==> src/rtl/fetch_stage_pkg.sv <==
// Shared definitions for the fetch stage: FSM states, word/address types,
// the bubble word and the default halt-request word.
package fetch_stage_pkg;

    typedef logic [31:0] word_t;
    typedef logic [31:0] addr_t;

    typedef enum logic [1:0] {
        RUN    = 2'b00,
        DRAIN  = 2'b01,
        HALTED = 2'b10
    } fetch_state_t;

    localparam word_t NOP_WORD          = 32'h0000_0000;
    localparam word_t DEFAULT_HALT_WORD = 32'hFFFF_FFFF;
    localparam addr_t PC_ALIGN_MASK     = 32'hFFFF_FFFC;

    // Instructions are word aligned: the two low address bits are always zero.
    function automatic addr_t align_pc(input addr_t addr);
        return addr & PC_ALIGN_MASK;
    endfunction

endpackage

==> src/rtl/fetch_stage_if_id_reg.sv <==
// IF/ID pipeline register. Flush clears to a bubble and beats hold;
// hold keeps the current contents; otherwise the new values are loaded.
module if_id_reg
    import fetch_stage_pkg::*;
(
    input  logic        clk,
    input  logic        rst,
    input  logic        flush,
    input  logic        load,
    input  logic [31:0] instr_in,
    input  logic [31:0] pc_plus4_in,
    input  logic        valid_in,
    output logic [31:0] instr_out,
    output logic [31:0] pc_plus4_out,
    output logic        valid_out
);

    logic [31:0] instr_d, instr_q;
    logic [31:0] pc_plus4_d, pc_plus4_q;
    logic        valid_d, valid_q;

    // Next register contents: flush > hold > load.
    always_comb begin
        instr_d    = instr_q;
        pc_plus4_d = pc_plus4_q;
        valid_d    = valid_q;
        if (flush) begin
            instr_d    = NOP_WORD;
            pc_plus4_d = 32'h0000_0000;
            valid_d    = 1'b0;
        end else if (load) begin
            instr_d    = instr_in;
            pc_plus4_d = pc_plus4_in;
            valid_d    = valid_in;
        end else begin
            instr_d    = instr_q;
            pc_plus4_d = pc_plus4_q;
            valid_d    = valid_q;
        end
    end

    // Register with synchronous reset to an empty slot.
    always_ff @(posedge clk) begin
        if (rst) begin
            instr_q    <= NOP_WORD;
            pc_plus4_q <= 32'h0000_0000;
            valid_q    <= 1'b0;
        end else begin
            instr_q    <= instr_d;
            pc_plus4_q <= pc_plus4_d;
            valid_q    <= valid_d;
        end
    end

    assign instr_out    = instr_q;
    assign pc_plus4_out = pc_plus4_q;
    assign valid_out    = valid_q;

endmodule

==> src/rtl/fetch_stage.sv <==
// Instruction-fetch stage: program counter, instruction-memory address,
// IF/ID register feed, branch redirect, and a halt/drain state machine
// that stops fetching after the halt word and raises a sticky Halt once
// the downstream stages have had time to empty.
module fetch_stage
    import fetch_stage_pkg::*;
#(
    parameter logic [31:0] RESET_PC     = 32'h0000_0000,
    parameter logic [31:0] HALT_WORD    = DEFAULT_HALT_WORD,
    parameter int          DRAIN_CYCLES = 4
) (
    input  logic        clk,
    input  logic        rst,
    input  logic        Stall_F,
    input  logic        Stall_D,
    input  logic        PC_Src_D,
    input  logic [31:0] PC_Branch_D,
    output logic [31:0] Instr_Mem_Addr,
    input  logic [31:0] Instr_Mem_Data,
    output logic [31:0] Instr_D,
    output logic [31:0] PC_Plus4_D,
    output logic        Valid_D,
    output logic        Halt
);

    localparam logic [7:0] DRAIN_LOAD = 8'(DRAIN_CYCLES - 1);

    fetch_state_t state_d, state_q;
    logic [31:0]  pc_d, pc_q;
    logic [7:0]   cnt_d, cnt_q;
    logic         halt_d, halt_q;

    logic [31:0]  pc_plus4_s;
    logic         halt_word_s;
    logic         ifid_flush_s;
    logic         ifid_load_s;
    logic [31:0]  ifid_instr_s;
    logic [31:0]  ifid_pc4_s;
    logic         ifid_valid_s;

    assign pc_plus4_s  = pc_q + 32'd4;
    assign halt_word_s = (Instr_Mem_Data == HALT_WORD);

    // Next PC, FSM state, drain counter and IF/ID control.
    always_comb begin
        state_d      = state_q;
        pc_d         = pc_q;
        cnt_d        = cnt_q;
        halt_d       = halt_q;
        ifid_flush_s = 1'b0;
        ifid_load_s  = ~Stall_D;
        ifid_instr_s = Instr_Mem_Data;
        ifid_pc4_s   = pc_plus4_s;
        ifid_valid_s = 1'b1;
        case (state_q)
            RUN: begin
                if (PC_Src_D) begin
                    pc_d         = align_pc(PC_Branch_D);
                    ifid_flush_s = 1'b1;
                end else begin
                    // The halt word is never handed to decode, even while
                    // PC is stalled on it.
                    if (halt_word_s) begin
                        ifid_instr_s = NOP_WORD;
                        ifid_pc4_s   = 32'h0000_0000;
                        ifid_valid_s = 1'b0;
                    end else begin
                        ifid_valid_s = 1'b1;
                    end
                    if (halt_word_s && !Stall_F) begin
                        state_d = DRAIN;
                        cnt_d   = DRAIN_LOAD;
                    end else if (!Stall_F) begin
                        pc_d = pc_plus4_s;
                    end else begin
                        pc_d = pc_q;
                    end
                end
            end
            DRAIN: begin
                if (PC_Src_D) begin
                    // Halt word was on the wrong path of an older branch.
                    pc_d         = align_pc(PC_Branch_D);
                    ifid_flush_s = 1'b1;
                    cnt_d        = 8'd0;
                    state_d      = RUN;
                end else begin
                    ifid_instr_s = NOP_WORD;
                    ifid_pc4_s   = 32'h0000_0000;
                    ifid_valid_s = 1'b0;
                    if (cnt_q == 8'd0) begin
                        state_d = HALTED;
                        halt_d  = 1'b1;
                    end else begin
                        cnt_d = cnt_q - 8'd1;
                    end
                end
            end
            HALTED: begin
                ifid_flush_s = 1'b1;
                ifid_load_s  = 1'b0;
            end
            default: begin
                state_d = RUN;
            end
        endcase
    end

    // PC, FSM state, drain counter and sticky halt flag.
    always_ff @(posedge clk) begin
        if (rst) begin
            state_q <= RUN;
            pc_q    <= align_pc(RESET_PC);
            cnt_q   <= 8'd0;
            halt_q  <= 1'b0;
        end else begin
            state_q <= state_d;
            pc_q    <= pc_d;
            cnt_q   <= cnt_d;
            halt_q  <= halt_d;
        end
    end

    if_id_reg u_if_id_reg (
        .clk          (clk),
        .rst          (rst),
        .flush        (ifid_flush_s),
        .load         (ifid_load_s),
        .instr_in     (ifid_instr_s),
        .pc_plus4_in  (ifid_pc4_s),
        .valid_in     (ifid_valid_s),
        .instr_out    (Instr_D),
        .pc_plus4_out (PC_Plus4_D),
        .valid_out    (Valid_D)
    );

    assign Instr_Mem_Addr = pc_q;
    assign Halt           = halt_q;

endmodule

==> config.mk <==
export PLATFORM = sky130hd
export DESIGN_NAME = fetch_stage
export DESIGN_NICKNAME = d
export VERILOG_FILES = /design/src/rtl/fetch_stage_pkg.sv /design/src/rtl/fetch_stage_if_id_reg.sv /design/src/rtl/fetch_stage.sv
export SDC_FILE = /design/constraint.sdc
export NUM_CORES = 1
export LEC_CHECK = 0
export CORE_UTILIZATION = 51
export DETAILED_ROUTE_END_ITERATION = 8
export PLACE_DENSITY_LB_ADDON = 0.05
export SYNTH_ARGS = -nofsm -noshare
export SYNTH_HDL_FRONTEND = slang
export SYNTH_HIERARCHICAL = 1
export SYNTH_SLANG_ARGS = --single-unit
==> constraint.sdc <==
create_clock -name clk -period 7.2 [get_ports clk]
set_clock_uncertainty 0.1 [all_clocks]
set_input_delay 1.44 -clock clk [delete_from_list [all_inputs] [get_ports clk]]
set_output_delay 1.44 -clock clk [all_outputs]
set_load 0.05 [all_outputs]
==> metrics.yaml <==
status:
  status: "finished, final reports clean"
flow_run:
  cap_viol_max_count: 0
global_routing:
  grtUsageTotal: 0.269
  grt_antenna_before_repair: 0
  grt_pass1_wl_um: 24400
  grt_max_degree: 71
  grt_pass1_vias: 4971
  overflow: 0
sta:
  fin_hold_ws_ps: 365
  fin_crit_sh: 0.636
  hold_violations: 0
  worst_slack_ps: 2620
  slew_violations: 0
  tns_ps: 0
  tightest_slew_ps: 1110
  rsz0062_at_grt: "false"
  fin_crit_ps: 4580
  finalSetupViolCount: 0
  clock.fmax_ghz: 0.218
  slew_headroom: 0.251
route:
  drt_iter0_drc: 242
  via_per_inst: 5.57
  wirelength_um: 15200
  post_drt_wl_per_cell_um: 16.0
  dr.pass1.iters: 4
  ant_nets: 0
  drc: 0
  num_vias: 5286
floorplan:
  initial_core_util: 0.532
  die_h_um: 106
  core-area_um2: 10500
  die-width_um: 106
  io_pins: 167
  die_area_um2: 11300
  rows: 37
clocking:
  post_cts_resized: 0
  cts_buffers: 9
  clock_latency_ps: 380
  clkTransAtPathRegs_ps: 100
  cts.sink_count: 106
  hold_buffers: 0
  cts_tree: "yes"
  cts_setup_buffers: 0
  cts_root_buf: "clkbuf_8"
  cts.path.max_buffers: 2
  htreeDepth: 3
logic_synthesis:
  synthArstFlopShare: 0
  ys_ff_latch: 106
  synth_warnings: 6
  synthFlopType: "dfxtp_1"
  yosysSeqAreaShare: 0.381
  synth_top_area_cell: "dfxtp_1"
  synthDominantCellAreaShare: 0.381
  synth.cell_area_um2: 5570
  synth.avg_cell_area_um2: 8.31
  synth_cells: 670
  synth_area_leaders: "dfxtp_1 38%, mux2i_1 12%, nor2_1 9.3%"
  synth_edf_count: 0
  synth_cell_types: 56
layout:
  post_route_cells_drive_above_1_share: 0.0529
  layout.nets: 880
  fin_util: 0.705
  num_antenna_cells: 0
  syn2layout_area_growth_pct: 32.5
worst_setup_path:
  r2r_setup_slack_ps: 4200
  worstPathArrival_ps: 4730
  cp.required_ps: 7350
  crit_path_start_kind: "input pin"
  end_kind: "flip-flop"
  critical_path_class: "input pin to flip-flop"
  critPathMaxFanout: 40
placed_design:
  port_buffers: 162
  pre_cts_ws_ps: 2280
  routabilityCongestion: 0.846
  hpwl_um: 10700
power_and_ir_drop:
  ir_drop_mv: 0.102
  leakage_nw: 2.85
  power.total_mw: 1.28
  power_density_nw_per_um2: 173
min_path:
  hp-class: "flip-flop to flip-flop"
cells in the mapped netlist, types with 2 or more instances:
library cell / count
nor2_1: 138
dfxtp_1: 106
mux2i_1: 65
a21oi_1: 47
nand2_1: 38
nor2b_1: 34
clkbuf_1: 25
o21ai_0: 22
xnor2_1: 18
nand4_1: 14
nand3_1: 13
nor3_1: 13
xor2_1: 13
a22o_1: 12
buf_6: 12
nand2b_1: 10
and3_1: 8
nor4_1: 8
o32ai_1: 8
buf_4: 6
inv_1: 6
and2_1: 3
and3_2: 3
and4_1: 3
ha_1: 3
nand3b_1: 3
o31ai_1: 3
a211o_1: 2
a21bo_2: 2
a311oi_1: 2
and4_2: 2
buf_2: 2
or3_1: 2
or4_4: 2
worst max-delay path, cell delays in order:
cell             delay [ps]
clkdlybuf4s50_1         480
nand4_1                 130
nor4_1                  720
nand2_1                 310
a21boi_4                900
buf_4                   420
nor2b_1                  80
mux2i_1                 170
nor2_1                   60
metal layers:
layer | vias to the layer above | track usage | share of wire
li1 | 2584 | - | -
met1 | 2492 | 0.358 | 0.45
met2 | 184 | 0.439 | 0.48
met3 | 26 | 0.0343 | 0.054
met4 | 0 | 0.114 | 0.025
met5 | - | 0 | 0
flip-flops by register name (all words and copies together) (netlist names):
signal	count
Instr_Mem_Addr	30
Halt	1
u_if_id_reg/pc_plus4_out	32
state_q	2
u_if_id_reg/instr_out	32
cnt_q	8
u_if_id_reg/valid_out	1
power breakdown:
| part | internal [mW] | leakage (nW) | switching (mW) | total [mW] |
|---|---|---|---|---|
| Sequential | 0.606 | 0.863 | 0.0242 | 0.630 |
| Combinational | 0.113 | 1.88 | 0.155 | 0.268 |
| Clock | 0.178 | 0.105 | 0.200 | 0.378 |
| Total | 0.897 | 2.85 | 0.379 | 1.28 |
final timing paths:
| path | from | end | cells past startpoint |
|---|---|---|---|
| max | Instr_Mem_Data[23] | u_if_id_reg/instr_out[19] | 9 |
| min | Halt | Halt | 2 |
| max reg2reg | Instr_Mem_Addr[2] | Instr_Mem_Addr[26] | 7 |
| min reg2reg | Halt | Halt | 2 |
stage by stage:
step                      cells  area (um^2)
after CTS                   949         7380
after detailed placement    933         7180
final                       949         7380
after global routing        949         7380
after global placement      933         7180
after floorplan             673         5580
layout by cell type (no fill, tap or decap), types with 4 or more instances in the layout:
cell / n
clkdlybuf4s50_1: 162
nor2_1: 138
dfxtp_1: 106
mux2i_1: 65
a21oi_1: 45
nand2_1: 38
nor2b_1: 34
o21ai_0: 22
xnor2_1: 18
nand4_1: 14
nand3_1: 13
xor2_1: 13
nor3_1: 13
a22o_1: 12
clkbuf_8: 11
nand2b_1: 10
nor4_1: 8
and3_1: 8
o32ai_1: 8
buf_4: 8
inv_1: 6
conb_1: 4
cells by family (layout without fill, tap and decap cells):
| logic type | count (synthesis) | in the layout | synth area share |
|---|---|---|---|
| buffers and inverters | 53 | 193 | 0.0575 |
| flip-flops | 106 | 106 | 0.381 |
| AO/OA/AOI/OAI | 109 | 109 | 0.124 |
| multiplexers | 65 | 65 | 0.117 |
| other | 1 | 4 | 0.000673 |
| AND/OR/NAND/NOR | 302 | 302 | 0.264 |
| XOR/XNOR | 31 | 31 | 0.0488 |
| adder cells (fa/ha/maj) | 3 | 3 | 0.00674 |
final cells by class:
class | instances | area, um^2
multi-input combinational | 514 | 3180
fill | 892 | 3080
sequential | 106 | 2120
timing repair buffer | 170 | 1680
tap | 136 | 170
clock buffer | 11 | 151
clock inverter | 5 | 52.6
inverter | 7 | 26.3
Note: power is estimated with default switching activity, not from simulation.
